[src/rtl/vga_sync_monitor.sv]
// VGA sync monitor: locks onto hSync/vSync timing and
// flags sticky horizontal/vertical timing errors.
module vga_sync_monitor #(
    parameter int H_TOTAL_CLK     = 3200,
    parameter int H_PULSE_CLK     = 384,
    parameter int V_TOTAL_LINES   = 525,
    parameter int V_PULSE_LINES   = 2,
    parameter int TOL             = 4,
    parameter int SYNC_ACTIVE_LOW = 1
) (
    input  logic        ClkPort,
    input  logic        Reset,
    input  logic        hSync,
    input  logic        vSync,
    input  logic        err_clr,
    output logic        locked,
    output logic        h_err,
    output logic        v_err,
    output logic [15:0] frame_count,
    output logic [12:0] last_h_period,
    output logic [1:0]  state
);

    typedef enum logic [1:0] {
        SEARCH  = 2'd0,
        H_ALIGN = 2'd1,
        V_ALIGN = 2'd2,
        LOCKED  = 2'd3
    } state_e;

    localparam logic       INACT = (SYNC_ACTIVE_LOW != 0);
    localparam logic [12:0] H_MAX = 13'h1FFF;
    localparam logic [12:0] H_TMO = 13'(2 * H_TOTAL_CLK);
    localparam logic [9:0]  V_TOT = 10'(V_TOTAL_LINES);
    localparam logic [9:0]  V_PLS = 10'(V_PULSE_LINES);
    localparam logic [9:0]  V_MAX = 10'h3FF;

    logic [2:0]  hs_q;
    logic [2:0]  vs_q;
    logic [12:0] h_cnt_q;
    logic [12:0] h_cnt_d;
    logic [9:0]  v_lines_q;
    logic [2:0]  good_lines_q;
    logic [2:0]  good_lines_d;
    state_e      state_q;
    state_e      state_d;
    logic        locked_q;
    logic        h_err_q;
    logic        v_err_q;
    logic [15:0] frame_count_q;
    logic [12:0] last_h_period_q;

    logic h_act, h_hist, v_act, v_hist;
    logic h_lead, h_trail, v_lead, v_trail;
    logic per_ok, wid_ok, h_bad, h_tmo;
    logic v_len_bad, v_pw_bad;
    logic in_lock, h_set, v_set, frame_ok;

    function automatic logic in_tol(input logic [12:0] val,
                                    input int tgt);
        int diff;
        diff = int'(val) - tgt;
        return (diff <= TOL) && (diff >= -TOL);
    endfunction

    // Two synchronizer stages plus one history stage per sync input
    always_ff @(posedge ClkPort or posedge Reset) begin
        if (Reset) begin
            hs_q <= {3{INACT}};
            vs_q <= {3{INACT}};
        end else begin
            hs_q <= {hs_q[1:0], hSync};
            vs_q <= {vs_q[1:0], vSync};
        end
    end

    assign h_act   = hs_q[1] ^ INACT;
    assign h_hist  = hs_q[2] ^ INACT;
    assign v_act   = vs_q[1] ^ INACT;
    assign v_hist  = vs_q[2] ^ INACT;
    assign h_lead  = h_act & ~h_hist;
    assign h_trail = ~h_act & h_hist;
    assign v_lead  = v_act & ~v_hist;
    assign v_trail = ~v_act & v_hist;

    // Event qualification and next-state decode
    always_comb begin
        per_ok    = in_tol(h_cnt_q, H_TOTAL_CLK);
        wid_ok    = in_tol(h_cnt_q, H_PULSE_CLK);
        h_bad     = (h_lead & ~per_ok) | (h_trail & ~wid_ok);
        h_tmo     = ~h_lead & (h_cnt_q >= H_TMO);
        v_len_bad = v_lead & (v_lines_q != V_TOT);
        v_pw_bad  = v_trail & (v_lines_q != V_PLS);
        in_lock   = (state_q == LOCKED);
        h_set     = in_lock & (h_bad | h_tmo);
        v_set     = in_lock & (v_len_bad | v_pw_bad);
        frame_ok  = in_lock & v_lead & ~v_len_bad & ~h_set;
        h_cnt_d   = h_lead ? 13'd1 :
                    (h_cnt_q == H_MAX) ? H_MAX : h_cnt_q + 13'd1;
        state_d      = state_q;
        good_lines_d = good_lines_q;
        unique case (state_q)
            SEARCH: begin
                if (h_lead) begin
                    state_d      = H_ALIGN;
                    good_lines_d = 3'd0;
                end
            end
            H_ALIGN: begin
                if (h_bad | h_tmo) begin
                    state_d = SEARCH;
                end else if (h_lead) begin
                    good_lines_d = good_lines_q + 3'd1;
                    if (good_lines_q == 3'd3) state_d = V_ALIGN;
                end
            end
            V_ALIGN: begin
                if (h_bad | h_tmo) state_d = SEARCH;
                else if (v_lead)   state_d = LOCKED;
            end
            LOCKED: begin
                if (h_set | v_set) state_d = SEARCH;
            end
        endcase
    end

    // Free-running line timer, restarted at each hSync leading edge
    always_ff @(posedge ClkPort or posedge Reset) begin
        if (Reset) h_cnt_q <= 13'd0;
        else       h_cnt_q <= h_cnt_d;
    end

    // Lines since last vSync leading edge; coincident hSync counts in
    always_ff @(posedge ClkPort or posedge Reset) begin
        if (Reset) begin
            v_lines_q <= 10'd0;
        end else if (v_lead) begin
            v_lines_q <= h_lead ? 10'd1 : 10'd0;
        end else if (h_lead && v_lines_q != V_MAX) begin
            v_lines_q <= v_lines_q + 10'd1;
        end
    end

    // Lock FSM with registered status, sticky errors and frame counter
    always_ff @(posedge ClkPort or posedge Reset) begin
        if (Reset) begin
            state_q         <= SEARCH;
            good_lines_q    <= 3'd0;
            locked_q        <= 1'b0;
            h_err_q         <= 1'b0;
            v_err_q         <= 1'b0;
            frame_count_q   <= 16'd0;
            last_h_period_q <= 13'd0;
        end else begin
            state_q      <= state_d;
            good_lines_q <= good_lines_d;
            locked_q     <= (state_d == LOCKED);
            if (h_set)        h_err_q <= 1'b1;
            else if (err_clr) h_err_q <= 1'b0;
            if (v_set)        v_err_q <= 1'b1;
            else if (err_clr) v_err_q <= 1'b0;
            if (frame_ok) frame_count_q <= frame_count_q + 16'd1;
            if (h_lead && state_q != SEARCH) last_h_period_q <= h_cnt_q;
        end
    end

    assign locked        = locked_q;
    assign h_err         = h_err_q;
    assign v_err         = v_err_q;
    assign frame_count   = frame_count_q;
    assign last_h_period = last_h_period_q;
    assign state         = state_q;

endmodule

[config.mk]
export PLATFORM = sky130hd
export DESIGN_NAME = vga_sync_monitor
export DESIGN_NICKNAME = d
export VERILOG_FILES = /design/src/rtl/vga_sync_monitor.sv
export SDC_FILE = /design/constraint.sdc
export NUM_CORES = 1
export LEC_CHECK = 0
export CORE_MARGIN = 1
export CORE_UTILIZATION = 35
export DETAILED_ROUTE_END_ITERATION = 16
export HOLD_SLACK_MARGIN = 0.05
export PLACE_DENSITY = 0.51
export RECOVER_POWER = 100
export SYNTH_ARGS = -nofsm -noshare
export SYNTH_HDL_FRONTEND = slang
export SYNTH_SLANG_ARGS = --single-unit
[constraint.sdc]
create_clock -name ClkPort -period 3.3 [get_ports ClkPort]
set_clock_uncertainty 0.1 [all_clocks]
set_input_delay 0.66 -clock ClkPort [delete_from_list [all_inputs] [get_ports ClkPort]]
set_output_delay 0.66 -clock ClkPort [all_outputs]
set_load 0.005 [all_outputs]
After elaboration in Yosys (flattened, before gate mapping)
Index checks and enable logic that the tools add are counted.

operators by class
  add/subtract/negate cells = 6
  $lt $le $gt $ge = 5
  equality and inequality tests = 12
  multiplexer cells = 20
  bitwise operators = 27
  reductions and logical operators = 11

operators with widths
  kind                                                  number
  >= comparator 14 x 3 -> 1 bit, second input constant  2
  <= comparator 14 x 4 -> 1 bit, second input constant  2
  two-way mux 13 bit                                    2
  two-way mux 10 bit                                    2
  != test 10 bit, second input constant                 2
  adder 16 x 1 -> 16 bit, second input constant         1
  AND 1 bit                                             14
  two-way mux 2 bit                                     7
  subtractor 13 x 12 -> 14 bit, second input constant   1
  subtractor 13 x 9 -> 14 bit, second input constant    1
  adder 13 x 1 -> 13 bit, second input constant         1
  == test 13 bit, second input constant                 1
  >= comparator 13 bit, second input constant           1
  adder 10 x 1 -> 10 bit, second input constant         1
  != test 10 x 2 -> 1 bit, second input constant        1
  nonzero test 2 bit                                    5
  two-way mux 3 bit                                     3
  NOT 1 bit                                             9
  one-hot mux 2 bit (4 select lines)                    1
  == test 2 bit, second input constant                  3
  != test 2 bit, second input constant                  3
  one-hot mux 3 bit (2 select lines)                    1
  logical AND 1 bit                                     4
  two-way mux 1 bit                                     4
  6 further kinds                                       9

storage, ports and cells
  flip-flop bits (word level) = 66
  input bits = 5
  output and inout port bits = 34
  logic and storage cells = 92

Logic depth before layout (Yosys ltp)
Gate-level depths: netlist (run 1).

  depth after elaboration = 12
  depth in mapped cells = 10
  depth with buffers taken out = 8

Least setup slack after synthesis (run 1)
Ideal clock, no wire load.

  kind = register to register
  start point = reg h_cnt_q[7]
  end point = reg frame_count_q[13] (netlist: frame_count[13])
  setup time = 138 ps
  arrival = 2330 ps
  data required time = 3062 ps
  slack = 732 ps
  cell stages (with the launch flop) = 10
  buffers on the path = 2
  clock period less this slack = 2568 ps
  cell sequence = dfrtp_1 -> buf_2 -> inv_1 -> ha_1 -> nor4b_1 -> a311oi_1 -> a21boi_1 -> buf_2 -> nor4_1 -> xor2_1

between the ends
  longest elaborated chain between the ends = 10
  elaborated cells between the ends (all ways) = 19
  classes of those cells = 2 x add/sub; 5 x order compare; 10 x bitwise; 2 x reduce/logical

RTL lines
  element                                                                                RTL line  text
  start: declaration                                                                     40        logic [12:0] h_cnt_q;
  start signal: assignment                                                               130       else h_cnt_q <= h_cnt_d;
  subtractor 13 x 12 -> 14 bit / subtractor 13 x 9 -> 14 bit (equally long branches)     62        diff = int'(val) - tgt;
  <= comparator 14 x 4 -> 1 bit / >= comparator 14 x 3 -> 1 bit (equally long branches)  63        return (diff <= TOL) && (diff >= -TOL);
  logical AND 1 bit                                                                      63
  NOT 1 bit                                                                              90        h_bad = (h_lead & ~per_ok) | (h_trail & ~wid_ok);
  AND 1 bit                                                                              90
  bitwise OR 1 bit                                                                       90
  bitwise OR 1 bit (*)                                                                   95        h_set = in_lock & (h_bad | h_tmo);
  AND 1 bit (*)                                                                          95
  NOT 1 bit (*)                                                                          97        frame_ok = in_lock & v_lead & ~v_len_bad & ~h_set;
  AND 1 bit (*)                                                                          97
  end signal: assignment                                                                 162       if (frame_ok) frame_count_q <= frame_count_q + 16'd1;
  end: declaration                                                                       50        logic [15:0] frame_count_q;

Mark *: on every way between the ends. The rest lies on a longest branch, timed or not.
A chain may end at the register's enable or synchronous reset.

Worst setup path in the final report (run 1)
  start point = reg h_cnt_q[7]
  end point = reg frame_count_q[1] (netlist: frame_count[1])

The elaborated chain is that of the path after synthesis.

==> results of run 1 <==
[sequential cells by signal (all words and copies together), names as in the netlist]
name / count
frame_count: 16
good_lines_q: 3
h_cnt_q: 13
h_err: 1
hs_q: 3
last_h_period: 13
locked: 1
state: 2
v_err: 1
v_lines_q: 10
vs_q: 3
[routing by layer]
metal / wire, um / vias to the layer above
met4: 113 / 0
met5: 0 / -
met2: 3168 / 43
met3: 277 / 12
li1: - / 1235
met1: 3480 / 1210
[stage by stage]
stage | cells | total power [mW] | setup WS (ns) | hold WS (ns)
after floorplan | 322 | 1.079 | 0.7323 | 0.2452
after global placement | 481 | 1.181 | 0.6841 | 0.2465
after detailed placement | 481 | 1.182 | 0.6424 | 0.2484
after CTS | 497 | 1.872 | 0.5925 | 0.2587
after global routing | 497 | 1.936 | 0.2868 | 0.2670
final | 497 | 1.825 | 0.5325 | 0.2627
[critical path, stage by stage (launching register included)]
cell and delay (ns):
dfrtp_1 0.63, inv_1 0.09, ha_1 0.35, nor4b_1 0.25, a311oi_1 0.12, a21boi_0 0.14
clkbuf_2 0.26, nor3_1 0.34, mux2_2 0.37
[synth_stat cells (2+ instances only)]
cell / number
mux2_2: 14
nor4b_1: 3
xor2_1: 25
inv_1: 15
nand4_1: 11
or4_1: 3
xnor2_1: 7
ha_1: 10
dfstp_2: 6
a211oi_1: 2
nor4_2: 2
o22ai_1: 3
nand2_1: 22
nor2_1: 24
and4_1: 3
clkbuf_1: 6
nand2b_1: 6
nor4_1: 8
o32ai_1: 2
buf_2: 7
nand3_1: 18
o21a_1: 2
and3_1: 2
nor3_1: 9
o21ai_0: 3
mux2i_1: 2
dfrtp_1: 60
nor2b_1: 3
nand4b_1: 2
buf_4: 3
a21oi_1: 15
[power by group through the flow]
| stage | logic [mW] | clock network (mW) | registers, mW |
|---|---|---|---|
| after detailed placement | 0.231 | 0 | 0.951 |
| after global placement | 0.229 | 0 | 0.952 |
| final | 0.213 | 0.677 | 0.935 |
| after CTS | 0.233 | 0.702 | 0.937 |
| after floorplan | 0.152 | 0 | 0.927 |
| after global routing | 0.244 | 0.744 | 0.947 |
[cell families (layout without fill, tap and decap cells)]
kind of cell,count (synthesis),in the layout,share of synthesized area
compound gates,40,40,0.08090
xor+xnor,32,32,0.08275
fa+ha+maj,10,10,0.03694
buf+inv,31,77,0.04026
flops,66,66,0.4898
mux,16,16,0.05246
simple gates,127,127,0.2169
[worst max-delay path by stage]
stage	from	slack (ns)	end	cells after the start
global placement	h_cnt_q[7]	0.68	frame_count[1]	8
CTS	h_cnt_q[7]	0.59	frame_count[1]	8
floorplan	h_cnt_q[7]	0.73	frame_count[13]	9
global route	h_cnt_q[7]	0.29	frame_count[1]	8
detailed placement	h_cnt_q[7]	0.64	frame_count[1]	8
finish	h_cnt_q[7]	0.53	frame_count[1]	8
[cell type report]
cell class                 instances  area [um^2]  area share
sequential                        66         1659      0.4086
multi-input combinational        225         1555      0.3831
timing repair buffer              46        439.2      0.1082
tap                              129        161.4     0.03975
clock buffer                      13        148.9     0.03667
inverter                          15        56.30     0.01387
clock inverter                     3        40.04    0.009861
==> key figures, run 1 <==
GRT
  – Number of global-route vias before repair: roughly 2500
  – Pin count of the biggest net entering global routing: 35
  – Met3 Resource Use GR: 0.04457
  – Total grt overflow: 0
  – First-pass GRT wire length: ~12 mm
  – Global Route met2 Usage: 0.2413
  – Most Crowded Layer GR: met2
  – Initial antenna violation count: 0
  – Overall Global Routing Usage: 0.1575
  – GR Layer Usage met1: 0.2112

Synthesis
  – Post-synthesis cell area: 0.003387 mm^2
  – Syn_area_per_cell: 10.52 um^2
  – #FFs+latches synth: 66
  – Register area share after synthesis: 0.4898
  – Synth top area share: 0.4433
  – Post-Synthesis Cells: 322
  – Syn_nets: 337
  – Ys flop type: dfrtp_1
  – Area contributors post-synth: dfrtp_1 (44%), xor2_1 (6.5%), dfstp_2 (4.7%)
  – Async SR Flop Fraction: 1.000
  – Largest area contributor in the netlist: dfrtp_1
  – Synth Warn #: 0
  – Post-synth EDFFs: 0
  – Netlist cell types: 55

CTS
  – Sink Count: 66
  – CTS tree: done
  – Root Buffer: clkbuf_8
  – Post-CTS setup buffers: 0
  – Clock Pin Slew Worst Setup and Hold Paths: 0.07 ns
  – # H-tree levels: 3
  – CTS max path bufs: 2
  – Hold_buf cts: 0
  – Num CTS Buffers: 9
  – Skew-Pair Late Insertion Delay: 0.35 ns
  – PostCTS Resize Cnt: 0

Flow run
  – Max cap viols: 0

STA
  – Final hold vios: 0
  – RSZ-0062 raised after global routing: false
  – Worst-Margin Slew: 1.403 ns
  – Post-layout min period: between 2 and 3 ns
  – Fmax: 361.3 MHz
  – Fin crit share: 0.8386
  – Slew headroom: 0.06454
  – Endpoints failing setup: 0
  – Pins over their slew limit: 0
  – Setup TNS: 0 ns

Power
  – Maximum vdd ir drop: 179.7 uV
  – Sw frac: 0.2589
  – Pwr dens: 449.5 mW/mm^2
  – Net Switching: around 0.47 mW
  – Seq pwr share: 0.512
  – Internal: 1.352 mW
  – Clock power frac: 0.371
  – Combinational share of power: 0.117
  – Leak Pwr: 1.886 nW

Detailed routing
  – Initial DRC Count: 73
  – DR vias: 2500
  – Total wire length: 7.040 mm
  – WL per Instance: ~14 um
  – Drt pass-1 iters: 4
  – Via density: 5.030
  – DRC: 0
  – Routed Antenna Nets: 0

Die
  – Initial Utilization: 0.3631
  – DIE AREA: 0.01007 mm^2
  – Chip height: 100.4 um
  – Num ports: 39
  – Die W: 100.4 um
  – Core box area: around 0.0093 mm^2
  – # rows: 35

Worst setup path
  – R2r startpoint: h_cnt_q[7]
  – Crit path DAT: roughly 2.9 ns
  – R2R setup slack: around 0.53 ns
  – FF-to-FF End: frame_count[1]
  – Crit-path max FO: 17
  – Req. time, crit path: ~3.4 ns
  – CP startpoint kind: flip-flop
  – CP Class: reg2reg
  – Setup crit end kind: flip-flop
  – Worst Reg-to-Reg Cells: 8

Status
  – Outcome: finished clean

Finish
  – Commonest non-fill, non-tap cell in the layout: dfrtp_1
  – Most frequent cells in the layout: dfrtp_1 (60), dlygate4sd3_1 (37), xor2_1 (25)
  – Fraction of layout cells with a size suffix above 1: 0.1168
  – Design area: 0.004060 mm^2
  – Area growth syn-to-layout: 19.87%
  – Nets: 378
  – Fin util: 0.4353
  – FILL cells: 893
  – ANT cells: 0

Placed design
  – Gpl congestion: about 0.81
  – DP Area: 0.003921 mm^2
  – Post-DP HPWL: 4.785 mm
  – # port buffers: 38

Min path
  – WHS Endpoint: vs_q[1]
  – HP Class: reg2reg
  – Hold_sp: vs_q[0]
  – Hold Path Cell Cnt: 0
Power figures use the tool's default switching activity.
==> run 2: changes to the inputs <==
Settings changed: PLACE_DENSITY 0.51 to 0.53.
Clock period 3.3 ns to 2.3 ns, I/O delays scaled along.
==> key figures, run 2 (same netlist as run 1, synthesis figures left out) <==
Finish
  – FILL cells: 854 (-4.4%)
  – Most frequent cells in the layout: dfrtp_1 (58), dlygate4sd3_1 (36), buf_4 (35)
  – Non-filler instance count after layout: 543 (+9.3%)
  – Design area: 0.004762 mm^2 (+17%)
  – Largest register FFs: 16 (unchanged)
  – Area growth syn-to-layout: 40.60%
  – ANT cells: 0 (unchanged)
  – Commonest non-fill, non-tap cell in the layout: dfrtp_1
  – Fraction of layout cells with a size suffix above 1: 0.2995 (+0.1827)
  – Nets: 424 (+12%)

Detailed routing
  – Routed Antenna Nets: 0 (unchanged)
  – Initial DRC Count: 65 (-11%)
  – Via density: 4.959 (-1.4%)
  – Total wire length: 7.717 mm (+9.6%)
  – WL per Instance: 14.21 um (+0.33%)
  – Drt pass-1 iters: 4 (unchanged)
  – DRC: 0 (unchanged)
  – DR vias: 2693 (+7.7%)

STA
  – Fin crit share: 1.020 (+0.1811)
  – Final hold vios: 0 (unchanged)
  – Post-layout min period: 2.345 ns (-0.4221 ns)
  – Worst-Margin Slew: 0.8628 ns (-0.5404 ns)
  – Slew headroom: 0.4248 (+0.3603)
  – Pins over their slew limit: 0 (unchanged)
  – Endpoints failing setup: 3 (+3)
  – RSZ-0062 raised after global routing: true
  – Fmax: 426.4 MHz (+18%)
  – Final WS setup: -0.04543 ns (-0.5779 ns)
  – Setup TNS: -0.06017 ns (-0.06017 ns)

GRT
  – Number of global-route vias before repair: 2680 (+8.8%)
  – Overall Global Routing Usage: 0.1651 (+0.007628)
  – Pin count of the biggest net entering global routing: 23 (-34%)
  – Total grt overflow: 0 (unchanged)
  – First-pass GRT wire length: 12.91 mm (+6.1%)
  – Initial antenna violation count: 0 (unchanged)

Worst setup path
  – Crit-path max FO: 5 (-12)
  – Setup crit end kind: flip-flop
  – Worst Setup SP: h_cnt_q[8]
  – Crit path DAT: 2.47 ns (-0.43 ns)
  – CP startpoint kind: flip-flop
  – WP buf/inv: 2 (unchanged)
  – Crit path cell chain: buf_6, buf_4, o21a_1, o32ai_2, and4_4, a211oi_4, nor3_2, mux2_2
  – Critical Path Slowest Stage Cell: dfrtp_2
  – R2r startpoint: h_cnt_q[8]
  – Crit path largest cell delay: 0.45 ns (-0.18 ns)
  – Req. time, crit path: 2.42 ns (-1.01 ns)
  – CP Class: reg2reg
  – Delay-heaviest family, CP: simple AND/OR/NAND/NOR gates

Power
  – Clock power frac: 0.371 (about the same)
  – Pwr dens: 569.2 mW/mm^2 (+27%)
  – Combinational share of power: 0.143 (+0.026)
  – Sw frac: 0.2606 (+0.001615)
  – Leak Pwr: 2.149 nW (+14%)
  – Seq pwr share: 0.486 (-0.026)
  – Maximum vdd ir drop: 404.5 uV (+130%)
  – Net Switching: 0.7062 mW (+49%)
  – Internal: 2.004 mW (+48%)

CTS
  – Clock Pin Slew Worst Setup and Hold Paths: 0.08 ns (about the same)
  – Skew-Pair Late Insertion Delay: 0.34 ns (about the same)
  – CTS tree: done
  – Num CTS Buffers: 9 (unchanged)
  – CTS max path bufs: 2 (unchanged)
  – Root Buffer: clkbuf_8
  – # H-tree levels: 3 (unchanged)
  – Sink Count: 66 (unchanged)
  – Hold_buf cts: 0 (unchanged)

Die
  – Core box area: 0.009328 mm^2 (unchanged)
  – Die W: 100.4 um (unchanged)
  – Initial Utilization: 0.3631 (unchanged)
  – Num ports: 39 (unchanged)
  – # rows: 35 (unchanged)
  – Chip height: 100.4 um (unchanged)
  – DIE AREA: 0.01007 mm^2 (unchanged)

Placed design
  – Placed Cells: 517 (+7.5%)
  – # port buffers: 38 (unchanged)
  – Post-DP HPWL: 5.272 mm (+10%)
  – DP Area: 0.004244 mm^2 (+8.2%)
  – Gpl congestion: 0.8194 (+1.2%)
  – Pre-CTS setup slack: -0.1063 ns (-0.7487 ns)

Status
  – Outcome: finished, violations left
  – Failing checks: negative setup slack

Min path
  – HP Class: reg2reg
  – Hold_sp: vs_q[0]

Flow run
  – Max cap viols: 0 (unchanged)
-- run 2: changes by cell type in the layout (fill, tap and decap cells not counted), moves of 3 or more --
cell     before  now
buf_6         0    9
nor4_4        0    9
nor3_1        9    6
buf_4         3   35
nor4b_1       4    0
nor4_1       10    0
-- run 2: final cells by class --
type	count	area [um^2]	area share
well taps	129	161.4	0.03389
clock buffers	11	151.4	0.03179
inverters	15	56.30	0.01182
repair buffers	90	777.0	0.1632
flip-flops and latches	66	1662	0.3489
clock inverters	5	52.55	0.01104
multi-input cells	227	1902	0.3994
-- run 2: repair_timing --
action / in CTS / in global routing
hold endpoints to repair: 0 / 0
setup buffers: 2 / 6
resized for setup: 14 / 37
pin swaps: 5 / 22
gates cloned: 1 / 1
endpoints found under the setup margin: 15 / 24
-- run 2: per-layer routing --
| metal | GRT usage | vias to the layer above | wire, um |
|---|---|---|---|
| met5 | 0 | - | 0 |
| li1 | - | 1325 | - |
| met1 | 0.2202 | 1330 | 3666 |
| met2 | 0.2661 | 31 | 3816 |
| met3 | 0.03343 | 7 | 150 |
| met4 | 0.06020 | 0 | 85 |
-- run 2: stage by stage --
step,utilization,hold slack [ns],power (mW)
after floorplan,-,0.2452,1.550
after global placement,0.4550,0.2469,1.742
after detailed placement,0.4550,0.2499,1.743
after CTS,0.4872,0.2603,2.763
after global routing,0.5105,0.2664,2.871
final,0.5105,0.2629,2.710
-- run 2: worst register-to-register path, cell delays in order, from the launching register on --
cell      delay, ns
dfrtp_2        0.45
buf_6          0.14
buf_4          0.13
o21a_1         0.19
o32ai_2        0.22
and4_4         0.31
a211oi_4       0.08
nor3_2         0.26
mux2_2         0.36
-- run 2: final timing paths --
path / to / slack (ns) / depth (start not counted)
max in group asynchronous: state[0] / 0.43 / 3
worst max-delay path: frame_count[1] / -0.05 / 8
worst min register to register: vs_q[1] / 0.26 / 0
worst min-delay path: vs_q[1] / 0.26 / 0
worst max register to register: frame_count[1] / -0.05 / 8
min in group asynchronous: last_h_period[2] / 0.50 / 2
-- run 2: power groups by stage --
| stage | clock (mW) | sequential, mW | combinational, mW |
|---|---|---|---|
| 2_1_floorplan | 0 | 1.33 | 0.220 |
| 3_3_place_gp | 0 | 1.34 | 0.401 |
| 3_5_place_dp | 0 | 1.34 | 0.403 |
| 4_1_cts | 1.03 | 1.32 | 0.411 |
| 5_1_grt | 1.10 | 1.33 | 0.443 |
| 6_report | 1.01 | 1.32 | 0.387 |
==> run 3: changes to the inputs <==
Settings changed: CORE_UTILIZATION 35 to 45, CTS_CLUSTER_DIAMETER set to 50, PLACE_DENSITY 0.53 to 0.66.
==> key figures, run 3 (same netlist as run 1, synthesis figures left out) <==
GRT
  – Pin count of the biggest net entering global routing: 53 (+130%)
  – Overall Global Routing Usage: 0.1997 (+0.03454)
  – Initial antenna violation count: 0 (unchanged)
  – Number of global-route vias before repair: 2560 (-4.5%)
  – First-pass GRT wire length: 11.94 mm (-7.5%)
  – Total grt overflow: 0 (unchanged)

Die
  – DIE AREA: 0.007877 mm^2 (-22%)
  – Core box area: 0.007253 mm^2 (-22%)
  – # rows: 31 (-11%)
  – Die W: 88.76 um (-12%)
  – Chip height: 88.76 um (-12%)
  – Initial Utilization: 0.4670 (+0.1039)
  – Num ports: 39 (unchanged)

Detailed routing
  – WL per Instance: 14.67 um (+3.2%)
  – Via density: 5.427 (+9.4%)
  – Initial DRC Count: 170 (+160%)
  – Drt pass-1 iters: 4 (unchanged)
  – DRC: 0 (unchanged)
  – Total wire length: 7.321 mm (-5.1%)
  – DR vias: 2708 (+0.56%)
  – Routed Antenna Nets: 0 (unchanged)

Worst setup path
  – Crit path DAT: 2.46 ns (about the same)
  – Crit path largest cell delay: 0.55 ns (+0.10 ns)
  – CP Class: reg2reg
  – Req. time, crit path: 2.47 ns (+0.05 ns)
  – Crit path cell chain: or4_4, nor3_4, nand4_1, or3_4, nor4b_4, xor2_1
  – WP buf/inv: 0 (-2)
  – Crit-path max FO: 4 (-1)
  – Delay-heaviest family, CP: simple AND/OR/NAND/NOR gates
  – Setup crit end kind: flip-flop
  – CP startpoint kind: flip-flop
  – Critical Path Slowest Stage Cell: or4_4

Finish
  – Non-filler instance count after layout: 499 (-8.1%)
  – Fraction of layout cells with a size suffix above 1: 0.2750 (-0.02452)
  – Commonest non-fill, non-tap cell in the layout: dfrtp_1
  – ANT cells: 0 (unchanged)
  – Most frequent cells in the layout: dfrtp_1 (58), dlygate4sd3_1 (32), buf_4 (30)
  – Nets: 410 (-3.3%)
  – Fin util: 0.6339 (+0.1234)
  – Area growth syn-to-layout: 35.76%
  – Largest register FFs: 16 (unchanged)

Placed design
  – Placed Cells: 475 (-8.1%)
  – Post-DP HPWL: 4.996 mm (-5.2%)
  – Gpl congestion: 0.8245 (+0.62%)
  – # port buffers: 38 (unchanged)
  – Pre-CTS setup slack: -0.08968 ns (+0.01661 ns)

STA
  – Fin crit share: 0.9990 (-0.02077)
  – Fmax: 435.2 MHz (+2.1%)
  – Worst-Margin Slew: 0.7315 ns (-0.1313 ns)
  – Pins over their slew limit: 0 (unchanged)
  – Final WS setup: 0.002353 ns (+0.04778 ns)
  – Post-layout min period: 2.298 ns (-0.04778 ns)
  – Endpoints failing setup: 0 (-3)
  – Final hold slack: 0.2644 ns (+0.001540 ns)
  – Slew headroom: 0.5123 (+0.08752)
  – RSZ-0062 raised after global routing: true
  – Final hold vios: 0 (unchanged)

CTS
  – Sink Count: 66 (unchanged)
  – Clock Pin Slew Worst Setup and Hold Paths: 0.07 ns (about the same)
  – # H-tree levels: 3 (unchanged)
  – Skew-Pair Late Insertion Delay: 0.34 ns (about the same)
  – CTS tree: done
  – Num CTS Buffers: 9 (unchanged)
  – Hold_buf cts: 0 (unchanged)
  – CTS max path bufs: 2 (unchanged)
  – Root Buffer: clkbuf_8

Flow run
  – Max cap viols: 0 (unchanged)

Status
  – Outcome: finished clean

Power
  – Leak Pwr: 2.067 nW (-3.8%)
  – Total power: 2.555 mW (-5.7%)
  – Maximum vdd ir drop: 467.5 uV (+16%)
  – Pwr dens: 555.6 mW/mm^2 (-2.4%)

Min path
  – HP Class: reg2reg
run 3: stage by stage:
step | TNS [ns] | area, um^2
after global placement | -0.1044 | 4129
after global routing | -1.159 | 4598
final | 0 | 4598
after detailed placement | -1.158 | 4129
after CTS | -0.01134 | 4349
after floorplan | -0.004498 | 3436
run 3: report_power, final:
part	internal (mW)	leakage [nW]	total (mW)	switching (mW)
Clock	0.417	0.0872	0.847	0.430
Combinational	0.208	1.10	0.396	0.188
Sequential	1.25	0.879	1.31	0.0631
run 3: what timing repair did:
| action | in CTS | in global routing |
|---|---|---|
| setup endpoints to repair | 20 | 32 |
| resized for setup | 9 | 39 |
| cloned | 0 | 0 |
| hold endpoints to repair | 0 | 0 |
| pin swaps | 4 | 8 |
| setup buffers | 1 | 7 |
run 3: area by class of cell:
cell class	count	area, um^2
clock inverters	3	15.01
inverters	15	58.81
flip-flops and latches	66	1662
repair buffers	78	725.7
well taps	99	123.9
clock buffers	13	148.9
fillers	590	2655
multi-input cells	225	1864
run 3: per-layer routing:
| layer | track usage | part of all wire | up-vias |
|---|---|---|---|
| met5 | 0 | 0 | - |
| met4 | 0.08211 | 0.017 | 0 |
| met3 | 0.04011 | 0.034 | 11 |
| met2 | 0.3203 | 0.51 | 49 |
| met1 | 0.2649 | 0.44 | 1350 |
| li1 | - | - | 1298 |
run 3: final timing paths:
kind                                          to  cells past startpoint         start  slack (ns)
worst min-delay path                     vs_q[1]                      0       vs_q[0]        0.26
worst min register to register           vs_q[1]                      0       vs_q[0]        0.26
worst max-delay path             frame_count[14]                      6  v_lines_q[5]       0.002
max in group asynchronous             h_cnt_q[7]                      3         Reset        0.43
worst max register to register   frame_count[14]                      6  v_lines_q[5]       0.002
min in group asynchronous       last_h_period[5]                      2         Reset        0.49
